## config.mk

```make
export PLATFORM = sky130hd
export DESIGN_NAME = mem_arbiter
export DESIGN_NICKNAME = d
export VERILOG_FILES = /design/src/rtl/mem_arbiter.sv
export SDC_FILE = /design/constraint.sdc
export NUM_CORES = 1
export LEC_CHECK = 0
export CORE_ASPECT_RATIO = 0.6
export CORE_MARGIN = 8
export CORE_UTILIZATION = 30
export CTS_CLUSTER_DIAMETER = 120
export DETAILED_ROUTE_END_ITERATION = 8
export PLACE_DENSITY = 0.68
export SETUP_SLACK_MARGIN = 0.4
export SKIP_CTS_REPAIR_TIMING = 1
export SLEW_MARGIN = 20
export SYNTH_ARGS = -nofsm -noshare
export SYNTH_HDL_FRONTEND = slang
export SYNTH_SLANG_ARGS = --single-unit
```

## constraint.sdc

```tcl
create_clock -name clk -period 1.35 [get_ports clk]
set_clock_uncertainty 0.15 [all_clocks]
set_input_delay 0.2025 -clock clk [delete_from_list [all_inputs] [get_ports clk]]
set_output_delay 0.2025 -clock clk [all_outputs]
set_load 0.005 [all_outputs]
```

## src/rtl/mem_arbiter.sv

```systemverilog
// mem_arbiter: two-requester round-robin arbiter and sequencer for a
// single-port synchronous RAM (depth 2**ADDR_W, width DATA_W).
//
// Every access takes exactly three cycles: IDLE (sample/arbitrate) ->
// ISSUE (drive RAM pins, grant pulse) -> DONE (read data strobe) -> IDLE.
//
// Ports:
//   clk, reset                 clock, synchronous active-high reset
//   reqN, weN, addrN, wdataN   requester N command (held until gntN)
//   gntN                       one-cycle grant pulse (ISSUE cycle)
//   rvalidN                    one-cycle read-data-valid (DONE cycle)
//   rdata                      shared read data, zero unless an rvalid is high
//   mem_write/addr/data_in     RAM control pins (registered)
//   mem_data_out               RAM read data, valid the cycle after the address
//
// Optional build macro MEM_ARBITER_STATS_EN adds grant_cnt0/grant_cnt1:
// saturating 8-bit counts of each requester's ISSUE cycles.

// Per-requester output stage: registered grant / read-valid strobes and,
// when enabled, the saturating grant counter.
module mem_arbiter_lane (
    input  logic       clk,
    input  logic       reset,
    input  logic       gnt_d,
    input  logic       rvalid_d,
    output logic       gnt,
    output logic       rvalid
`ifdef MEM_ARBITER_STATS_EN
    ,
    output logic [7:0] grant_cnt
`endif
);
    always_ff @(posedge clk) begin
        if (reset) begin
            gnt    <= 1'b0;
            rvalid <= 1'b0;
        end else begin
            gnt    <= gnt_d;
            rvalid <= rvalid_d;
        end
    end

`ifdef MEM_ARBITER_STATS_EN
    // gnt is high exactly during this requester's ISSUE cycle.
    always_ff @(posedge clk) begin
        if (reset)
            grant_cnt <= 8'd0;
        else if (gnt && grant_cnt != 8'hFF)
            grant_cnt <= grant_cnt + 8'd1;
    end
`endif
endmodule

module mem_arbiter #(
    parameter int ADDR_W = 5,
    parameter int DATA_W = 3
) (
    input  logic              clk,
    input  logic              reset,
    input  logic              req0,
    input  logic              we0,
    input  logic [ADDR_W-1:0] addr0,
    input  logic [DATA_W-1:0] wdata0,
    output logic              gnt0,
    output logic              rvalid0,
    input  logic              req1,
    input  logic              we1,
    input  logic [ADDR_W-1:0] addr1,
    input  logic [DATA_W-1:0] wdata1,
    output logic              gnt1,
    output logic              rvalid1,
    output logic [DATA_W-1:0] rdata,
    output logic              mem_write,
    output logic [ADDR_W-1:0] mem_addr,
    output logic [DATA_W-1:0] mem_data_in,
    input  logic [DATA_W-1:0] mem_data_out
`ifdef MEM_ARBITER_STATS_EN
    ,
    output logic [7:0]        grant_cnt0,
    output logic [7:0]        grant_cnt1
`endif
);
    localparam int NUM_REQ = 2;

    typedef struct packed {
        logic              we;
        logic [ADDR_W-1:0] addr;
        logic [DATA_W-1:0] wdata;
    } cmd_t;

    typedef enum logic [1:0] {IDLE, ISSUE, DONE} state_t;

    logic [NUM_REQ-1:0] req;
    cmd_t [NUM_REQ-1:0] req_cmd;

    assign req        = {req1, req0};
    assign req_cmd[0] = '{we: we0, addr: addr0, wdata: wdata0};
    assign req_cmd[1] = '{we: we1, addr: addr1, wdata: wdata1};

    // The address/data half of the command register lives directly in
    // mem_addr/mem_data_in; only the direction and winner need keeping.
    state_t             state_q, state_d;
    logic               is_read_q, is_read_d;
    logic               win_q, win_d;
    logic               last_winner_q, last_winner_d;
    logic               mem_write_d;
    logic [ADDR_W-1:0]  mem_addr_d;
    logic [DATA_W-1:0]  mem_data_in_d;
    logic [NUM_REQ-1:0] gnt_d, rvalid_d;
    logic [NUM_REQ-1:0] gnt_q, rvalid_q;
    logic               pick;
    cmd_t               sel_cmd;

    always_ff @(posedge clk) begin
        if (reset) begin
            state_q       <= IDLE;
            is_read_q     <= 1'b0;
            win_q         <= 1'b0;
            last_winner_q <= 1'b1;  // requester 0 wins the first contention
            mem_write     <= 1'b0;
            mem_addr      <= '0;
            mem_data_in   <= '0;
        end else begin
            state_q       <= state_d;
            is_read_q     <= is_read_d;
            win_q         <= win_d;
            last_winner_q <= last_winner_d;
            mem_write     <= mem_write_d;
            mem_addr      <= mem_addr_d;
            mem_data_in   <= mem_data_in_d;
        end
    end

    // Next-state and next-output logic. Outputs are registered, so the
    // values computed while in IDLE appear during ISSUE, and those
    // computed in ISSUE appear during DONE.
    always_comb begin
        state_d       = state_q;
        is_read_d     = is_read_q;
        win_d         = win_q;
        last_winner_d = last_winner_q;
        mem_write_d   = 1'b0;
        mem_addr_d    = mem_addr;
        mem_data_in_d = mem_data_in;
        gnt_d         = '0;
        rvalid_d      = '0;
        pick          = 1'b0;
        sel_cmd       = req_cmd[0];

        case (state_q)
            IDLE: begin
                if (|req) begin
                    // Contention goes to the requester that did not win last.
                    pick          = (&req) ? ~last_winner_q : req[1];
                    sel_cmd       = req_cmd[pick];
                    win_d         = pick;
                    last_winner_d = pick;
                    is_read_d     = ~sel_cmd.we;
                    gnt_d[pick]   = 1'b1;
                    mem_write_d   = sel_cmd.we;
                    mem_addr_d    = sel_cmd.addr;
                    mem_data_in_d = sel_cmd.wdata;
                    state_d       = ISSUE;
                end
            end
            ISSUE: begin
                rvalid_d[win_q] = is_read_q;
                state_d         = DONE;
            end
            DONE:    state_d = IDLE;
            default: state_d = IDLE;
        endcase
    end

`ifdef MEM_ARBITER_STATS_EN
    logic [NUM_REQ-1:0][7:0] grant_cnt;
`endif

    for (genvar i = 0; i < NUM_REQ; i++) begin : g_lane
        mem_arbiter_lane u_lane (
            .clk      (clk),
            .reset    (reset),
            .gnt_d    (gnt_d[i]),
            .rvalid_d (rvalid_d[i]),
            .gnt      (gnt_q[i]),
            .rvalid   (rvalid_q[i])
`ifdef MEM_ARBITER_STATS_EN
            ,
            .grant_cnt(grant_cnt[i])
`endif
        );
    end

    assign gnt0    = gnt_q[0];
    assign gnt1    = gnt_q[1];
    assign rvalid0 = rvalid_q[0];
    assign rvalid1 = rvalid_q[1];

`ifdef MEM_ARBITER_STATS_EN
    assign grant_cnt0 = grant_cnt[0];
    assign grant_cnt1 = grant_cnt[1];
`endif

    // RAM output is passed straight through, gated so rdata is zero
    // outside a read-valid cycle.
    assign rdata = (|rvalid_q) ? mem_data_out : '0;
endmodule

```

* After elaboration in Yosys (flattened, before gate mapping)
Cells that the tools add are included.
** Storage, ports and cells
- Flip-flop bits (word level) :: 18
- Bits of input ports :: 25
- Output and inout bits :: 16
- Logic and storage cells :: 42
** Cells by class
- Order comparisons :: 4
- Equal/unequal tests :: 2
- Multiplexer cells :: 10
- Bitwise operators :: 6
- Reduce and logical (&&, ||, !) cells :: 9
** Operators with widths (number)
- $mux 9 :: 2
- $reduce_or 2->1 :: 3
- $not 1->1 :: 5
- $lt 1x2->1 const B :: 2
- $pmux 2 s2 :: 1
- $reduce_and 2->1 :: 2
- $mux 1 :: 3
- $mux 3 :: 1
- $reduce_or 3->1 :: 1
- $and 2x2->2 :: 1
- $demux 1 s1 :: 2
- $eq 2x1->1 const B :: 1
- $ge 1x1->1 const B :: 2
- $logic_and 1x1->1 :: 2
- $logic_not 2->1 :: 1
- $mux 2 :: 1
- $ne 2x2->1 const B :: 1

* Depth between registers and ports, before layout
Gate-level depths: netlist (run 1).
- Depth after elaboration :: 6
- Mapped depth :: 4
- Depth with buffers taken out :: 4

* By module
Synthesis (run 1) repeated with hierarchy kept, for this count alone.
** Unflattened totals
- Cells, all modules :: 86
- Area, all modules :: 800.8 um2
** Modules (own cells, without submodules)
- mem_arbiter :: times used 1, cells each 78, area an instance 695.7 um2, seq. area each 280.3 um2
- mem_arbiter_lane :: times used 2, cells each 4, area an instance 52.6 um2, seq. area each 40.0 um2

* Least setup slack after synthesis (run 1)
No wires, ideal clock.
- Path kind :: register -> register
- Start :: register state_q[0]
- End :: register win_q
- Setup time :: 117 ps
- Data arrival time :: 990 ps
- Required time :: 1083 ps
- Setup slack :: 93 ps
- Stages on the path, launching flop included :: 5
- Path buffers :: 1
- Period minus slack after synthesis :: 1257 ps
- Cells stage by stage :: dfxtp_1 o21bai_1 o21ba_2 buf_2 a22o_1
** Between the ends
- Longest elaborated chain between the ends :: 2
** RTL lines
- from (decl) :: RTL line 102 : state_t state_q, state_d;
- from (signal assigned) :: RTL line 124 : state_q <= state_d;
- $logic_not 2->1 :: RTL line 150 : case (state_q)
- $reduce_and 2->1 (no source line)
- to (signal assigned) :: RTL line 126 : win_q <= win_d;
- to (decl) :: RTL line 104 : logic win_q, win_d;
No other way between the ends.
A chain may end at the register's enable or synchronous reset.

* Worst setup path in the final report (run 1)
- Start :: register state_q[0]
- End :: register mem_addr[3]
** Between the ends
- Longest elaborated chain between the ends :: 2
** RTL lines
- $logic_not 2->1 :: RTL line 150
- $reduce_and 2->1 (no source line)
- to (signal assigned) :: RTL line 129 : mem_addr <= mem_addr_d;
- to (decl) :: RTL line 74 : output logic [ADDR_W-1:0] mem_addr,
No other way between the ends.

==> results of run 1 <==
-- placed cells by master (no fill, tap or decap), drive strengths merged, types with 2 or more instances in the layout --
cell type / instances
buf: 24
a22o: 2
inv: 3
o2bb2ai: 8
dfxtp: 18
mux2i: 9
nor2b: 3
clkdlybuf4s50: 22
nor2: 5
clkbuf: 8
dlymetal6s2s: 2
-- worst max-delay path: cells and delay by family (launching register included) --
kind | cells | cell delay (ns)
AOI/OAI and AO/OA | 2 | 0.27
buffers and inverters | 1 | 0.16
DFF | 1 | 0.32
and+or+nand+nor | 1 | 0.37
-- through the flow --
| stage | hold slack [ns] | utilization (%) | power [mW] | setup WS [ns] |
|---|---|---|---|---|
| floorplan | 0.147 | - | 0.734 | 0.116 |
| global placement | 0.281 | 54.8 | 0.911 | -0.309 |
| detailed placement | 0.286 | 54.8 | 0.914 | -0.334 |
| CTS | 0.295 | 57.2 | 1.35 | -0.293 |
| global route | 0.326 | 66.1 | 1.50 | -0.0200 |
| finish | 0.291 | 66.1 | 1.43 | 0.00722 |
-- per-layer routing --
layer  routed length (um)  global-route usage [%]
met1                  932                    10.8
met5                    0                       0
met3                  117                    3.99
met4                    0                   0.915
met2                 1040                    13.7
-- worst min path at each step --
stage | to | depth (start not counted) | slack, ns | startpoint
after global routing | mem_data_in[2]$_SDFFE_PP0P_ | 1 | 0.33 | mem_data_in[2]$_SDFFE_PP0P_
after global placement | g_lane[0].u_lane.rvalid$_SDFF_PP0_ | 1 | 0.28 | win_q$_SDFFE_PP0P_
after detailed placement | g_lane[0].u_lane.rvalid$_SDFF_PP0_ | 2 | 0.29 | is_read_q$_SDFFE_PP0P_
after floorplan | state_q[1]$_SDFFE_PP0P_ | 1 | 0.15 | reset
final | g_lane[0].u_lane.rvalid$_SDFF_PP0_ | 2 | 0.29 | is_read_q$_SDFFE_PP0P_
after CTS | g_lane[0].u_lane.rvalid$_SDFF_PP0_ | 2 | 0.30 | is_read_q$_SDFFE_PP0P_
-- state kept, by name (all words and copies together), names as in the netlist --
register,count
mem_addr,5
mem_data_in,3
g_lane.u_lane.gnt,2
g_lane.u_lane.rvalid,2
state_q,2
is_read_q,1
last_winner_q,1
mem_write,1
win_q,1
-- synth_stat cells, drive strengths merged --
| library cell | n | area [um^2] |
|---|---|---|
| o2bb2ai | 8 | 114 |
| a22o | 2 | 17.5 |
| nor3b | 1 | 7.51 |
| nand2 | 1 | 3.75 |
| a21boi | 1 | 11.3 |
| inv | 3 | 11.3 |
| o21bai | 1 | 7.51 |
| or3 | 1 | 11.3 |
| buf | 3 | 23.8 |
| nor2 | 5 | 18.8 |
| mux2i | 9 | 90.1 |
| o21ba | 1 | 10.0 |
| and3 | 1 | 6.26 |
| a22oi | 1 | 7.51 |
| nor2b | 3 | 18.8 |
| dfxtp | 18 | 360 |
-- power groups by stage --
| stage | clock [mW] | combinational (mW) | sequential, mW |
|---|---|---|---|
| 5_1_grt | 0.466 | 0.418 | 0.618 |
| 2_1_floorplan | 0 | 0.120 | 0.614 |
| 4_1_cts | 0.443 | 0.301 | 0.602 |
| 6_report | 0.427 | 0.390 | 0.614 |
| 3_5_place_dp | 0 | 0.299 | 0.614 |
| 3_3_place_gp | 0 | 0.297 | 0.614 |
-- cell families (layout without fill, tap and decap cells) --
kind of cell	after synthesis	in the layout
AND/OR/NAND/NOR	12	12
flip-flops	18	18
multiplexers	9	9
buffers and inverters	6	59
AO/OA/AOI/OAI	14	14
-- area by class of cell --
type                    instances  area (um^2)
clock buffers                   4         55.1
well taps                      30         37.5
fillers                       174          751
multi-input cells              35          458
flip-flops and latches         18          378
inverters                       3         11.3
repair buffers                 52          522
==> flow_summary.yaml, run 1 <==
outcome:
  outcome: "finished clean"
yosys:
  synthAdderAreaFrac_pct: 0
  synth_nets: 84
  seq_area_frac_synth_pct: 50.1
  synth_top_family_by_area: "compound AO/OA/AOI/OAI gates"
  synth_compound_area_share_pct: 23.3
  syn_area_per_cell_um2: 12.2
  synth-seq-cells: 18
  yosysUniqueCellTypes: 20
  syn_inst: 59
  synth_area_um2: 719
  synth_warnings: 0
  synth_xor_area_share_pct: 0
  synth-simple-area-share_pct: 9.22
  synth.mux.area_fraction_pct: 12.5
pwr:
  vdd.ir_drop.worst_mv: 0.683
  power_frac_comb_pct: 27.3
  power_frac_clock_pct: 29.9
  internal_power_mw: 1.10
  powerDensity_nw_per_um2: 979
  p_seq_share_pct: 42.9
  leakage_nw: 0.613
  switching_share_pct: 23.4
  p_sw_mw: 0.335
die:
  start_util_pct: 32.5
  die_h_um: 53.9
  die_w_um: 79.2
  placeableCoreArea_um2: 2210
  rows: 13
  io_pins: 41
  dieArea_um2: 4270
timing:
  tightest_slew_ns: 0.259
  period_needed_ns: 1.34
  max_freq_mhz: 745
  tns_ns: 0
  final-hold-violation-count: 0
  rsz0062_at_grt: "true"
  setup_viol: 0
  maxSlewHeadroom_pct: 82.7
  drv_slew: 0
  finalCritPeriodShare_pct: 99.5
clock_network:
  cts_max_path_buffers: 2
  cts_root_buf: "clkbuf_8"
  cts.clk_slew.worst_paths_ns: 0.06
  numCtsBuffers: 3
  clk_latency_ns: 0.25
  cts_tree: "yes"
  htree_num_levels: 1
  cts_sinks: 18
finish:
  drive_above_1_share_pct: 62.5
  fin_nets: 138
  stdcell_area_um2: 1460
  syn_to_final_growth_pct: 103
  n_antenna_cell: 0
  fin_cells: 142
route:
  ant_nets: 0
  drt_iter0_markers: 15
  route.detailed.wl_per_inst_um: 14.7
  firstDrtPassIters: 2
  viasPerCell: 4.36
  vias: 619
  drc: 0
  wl_um: 2090
critical_path:
  critical_path.slowest_cell: "or3_4"
  max_stage_delay_ns: 0.37
  ff2ff_path_depth: 4
  cp-start-kind: "flip-flop"
  critPathCaptureType: "flip-flop"
  crit_end: "mem_addr[3]$_SDFFE_PP0P_"
  cp_max_fo: 9
  crit_arrival_ns: 1.37
  worstSetupPathType: "flip-flop to flip-flop"
  cp.required_ns: 1.38
  crit-reg2reg-launch: "state_q[0]$_SDFFE_PP0P_"
  cp-startpoint: "state_q[0]$_SDFFE_PP0P_"
  path_cells: "o21bai_4, or3_4, buf_12, o2bb2ai_2"
  r2r_slack_ns: 0.007
  reg2reg_to: "mem_addr[3]$_SDFFE_PP0P_"
hold_path:
  hold_class: "flip-flop to flip-flop"
job:
  max-cap-violations: 0
grt:
  grt_pass1_wl_um: 2930
  grt_pass1_vias: 631
  grt_max_degree: 12
  grt_usage_pct: 8.59
  antenna_found_initial: 0
  overflow: 0
placement:
  hpwl_um: 1490
  port_buffers: 40
  gp_congestion: 0.678
  dpl-instance-area_um2: 1210
  dp.cells: 133
(Power assumes the default switching activity.)
==> run 2, diff against run 1 <==
--- a/config.mk
+++ b/config.mk
@@ -8,12 +8,12 @@
 export CORE_ASPECT_RATIO = 0.6
 export CORE_MARGIN = 8
 export CORE_UTILIZATION = 30
+export CTS_BUF_LIST = sky130_fd_sc_hd__clkbuf_8 sky130_fd_sc_hd__clkbuf_16
 export CTS_CLUSTER_DIAMETER = 120
 export DETAILED_ROUTE_END_ITERATION = 8
 export PLACE_DENSITY = 0.68
 export SETUP_SLACK_MARGIN = 0.4
 export SKIP_CTS_REPAIR_TIMING = 1
-export SLEW_MARGIN = 20
 export SYNTH_ARGS = -nofsm -noshare
 export SYNTH_HDL_FRONTEND = slang
 export SYNTH_SLANG_ARGS = --single-unit
==> results of run 2 <==
Same layout as run 1: the final DEF is identical, and so are final timing and power.
==> run 3, diff against run 2 <==
--- a/config.mk
+++ b/config.mk
@@ -12,7 +12,6 @@
 export CTS_CLUSTER_DIAMETER = 120
 export DETAILED_ROUTE_END_ITERATION = 8
 export PLACE_DENSITY = 0.68
-export SETUP_SLACK_MARGIN = 0.4
 export SKIP_CTS_REPAIR_TIMING = 1
 export SYNTH_ARGS = -nofsm -noshare
 export SYNTH_HDL_FRONTEND = slang
==> flow_summary.yaml, run 3 (synthesis gave the netlist of run 1 again) <==
outcome:
  outcome: "finished clean"
pwr:
  p_seq_share_pct: 44.7
  power_frac_clock_pct: 31.1
  power_frac_comb_pct: 24.1
  switching_share_pct: 22.4
  internal_power_mw: 1.06
  leakage_nw: 0.820
  powerDensity_nw_per_um2: 967
  vdd.ir_drop.worst_mv: 0.563
  p_sw_mw: 0.304
route:
  firstDrtPassIters: 4
  drt_iter0_markers: 9
  ant_nets: 0
  drc: 0
  vias: 609
  route.detailed.wl_per_inst_um: 13.8
  wl_um: 1930
  viasPerCell: 4.35
timing:
  tns_ns: 0
  tightest_slew_ns: 0.329
  maxSlewHeadroom_pct: 78.0
  setup_viol: 0
  drv_slew: 0
  max_freq_mhz: 752
  finalCritPeriodShare_pct: 98.5
  rsz0062_at_grt: "true"
  final-hold-violation-count: 0
  period_needed_ns: 1.33
hold_path:
  hold_class: "flip-flop to flip-flop"
die:
  die_w_um: 79.2
  dieArea_um2: 4270
  io_pins: 41
  die_h_um: 53.9
  rows: 13
  placeableCoreArea_um2: 2210
  start_util_pct: 32.5
clock_network:
  cts_tree: "yes"
  cts_max_path_buffers: 2
  numCtsBuffers: 3
  htree_num_levels: 1
  clk_latency_ns: 0.25
  cts.clk_slew.worst_paths_ns: 0.06
  cts_root_buf: "clkbuf_8"
  cts_sinks: 18
finish:
  largest_register_ff_count: 5
  drive_above_1_share_pct: 33.6
  final_cell_mix: "22 x clkdlybuf4s50_1, 18 x dlymetal6s2s_1, 11 x dfxtp_1, 8 x o2bb2ai_2"
  stdcell_area_um2: 1410
  layout_commonest_cell: "clkdlybuf4s50_1"
  syn_to_final_growth_pct: 95.7
  fill_cells: 183
  reg_top3: "mem_addr (5), mem_data_in (3)"
  n_antenna_cell: 0
  fin_nets: 136
  largest_register: "mem_addr"
critical_path:
  cp_top_family: "simple AND/OR/NAND/NOR gates"
  path_cells: "o21bai_4, or3_4, buf_12, o2bb2ai_2"
  critical_path.slowest_cell: "or3_4"
  r2r_slack_ns: 0.02
  crit_arrival_ns: 1.37
  max_stage_delay_ns: 0.37
  worst-path-buf-inv: 1
  cp-start-kind: "flip-flop"
  cp_max_fo: 7
  cp.required_ns: 1.39
  worstSetupPathType: "flip-flop to flip-flop"
  critPathCaptureType: "flip-flop"
grt:
  grt_pass1_vias: 617
  grt_pass1_wl_um: 2790
  antenna_found_initial: 0
  grt_usage_pct: 8.40
  grt_max_degree: 11
  overflow: 0
placement:
  dpl-instance-area_um2: 1220
  gp_congestion: 0.755
  hpwl_um: 1470
  port_buffers: 40
job:
  max-cap-violations: 0
[run 3: changes by cell type in the layout (fill, tap and decap cells not counted), moves of 3 or more]
cell / before / now
mux2i_4: 6 / 1
mux2i_1: 2 / 7
dfxtp_2: 14 / 7
dfxtp_1: 4 / 11
dlymetal6s2s_1: 2 / 18
buf_6: 11 / 1
clkbuf_2: 3 / 0
buf_2: 4 / 0
[run 3: worst register-to-register path: stages, from the launching register on]
cell       delay (ns)
dfxtp_2          0.32
o21bai_4         0.16
or3_4            0.37
buf_12           0.16
o2bb2ai_2        0.10
[run 3: metal layers]
metal	part of all wire [%]	global-route usage, %
met4	0.83	3.66
met2	46	13.6
met5	0	0
met3	7.7	5.15
met1	45	8.85
[run 3: power by group through the flow]
stage,clock [mW],sequential (mW),combinational (mW)
after floorplan,0,0.614,0.114
after global placement,0,0.614,0.300
after detailed placement,0,0.614,0.304
after CTS,0.444,0.604,0.305
after global routing,0.469,0.613,0.354
final,0.424,0.609,0.328
[run 3: path summary, 6_finish.rpt]
kind,startpoint,end,depth (start not counted)
min reg2reg,win_q$_SDFFE_PP0P_,g_lane[0].u_lane.rvalid$_SDFF_PP0_,1
max reg2reg,state_q[0]$_SDFFE_PP0P_,mem_data_in[0]$_SDFFE_PP0P_,4
min,win_q$_SDFFE_PP0P_,g_lane[0].u_lane.rvalid$_SDFF_PP0_,1
max,state_q[0]$_SDFFE_PP0P_,mem_data_in[0]$_SDFFE_PP0P_,4
[run 3: cell type report]
type	instances	area, um^2	share of cell area [%]
Sequential cell	18	369	26.2
Inverter	3	11.3	0.800
Tap cell	30	37.5	2.67
Multi-Input combinational cell	35	368	26.1
Timing Repair Buffer	50	567	40.3
Clock buffer	4	55.1	3.91
[run 3: stage by stage]
step	instances	total power [mW]	hold WS (ns)	setup WS (ns)	utilization, %
5_1_grt	140	1.44	0.314	-0.0284	63.6
4_1_cts	138	1.35	0.292	-0.307	57.6
3_5_place_dp	134	0.918	0.278	-0.352	55.1
3_3_place_gp	134	0.914	0.287	-0.302	55.1
6_report	140	1.36	0.293	0.0205	63.6
2_1_floorplan	59	0.728	0.147	0.0933	-
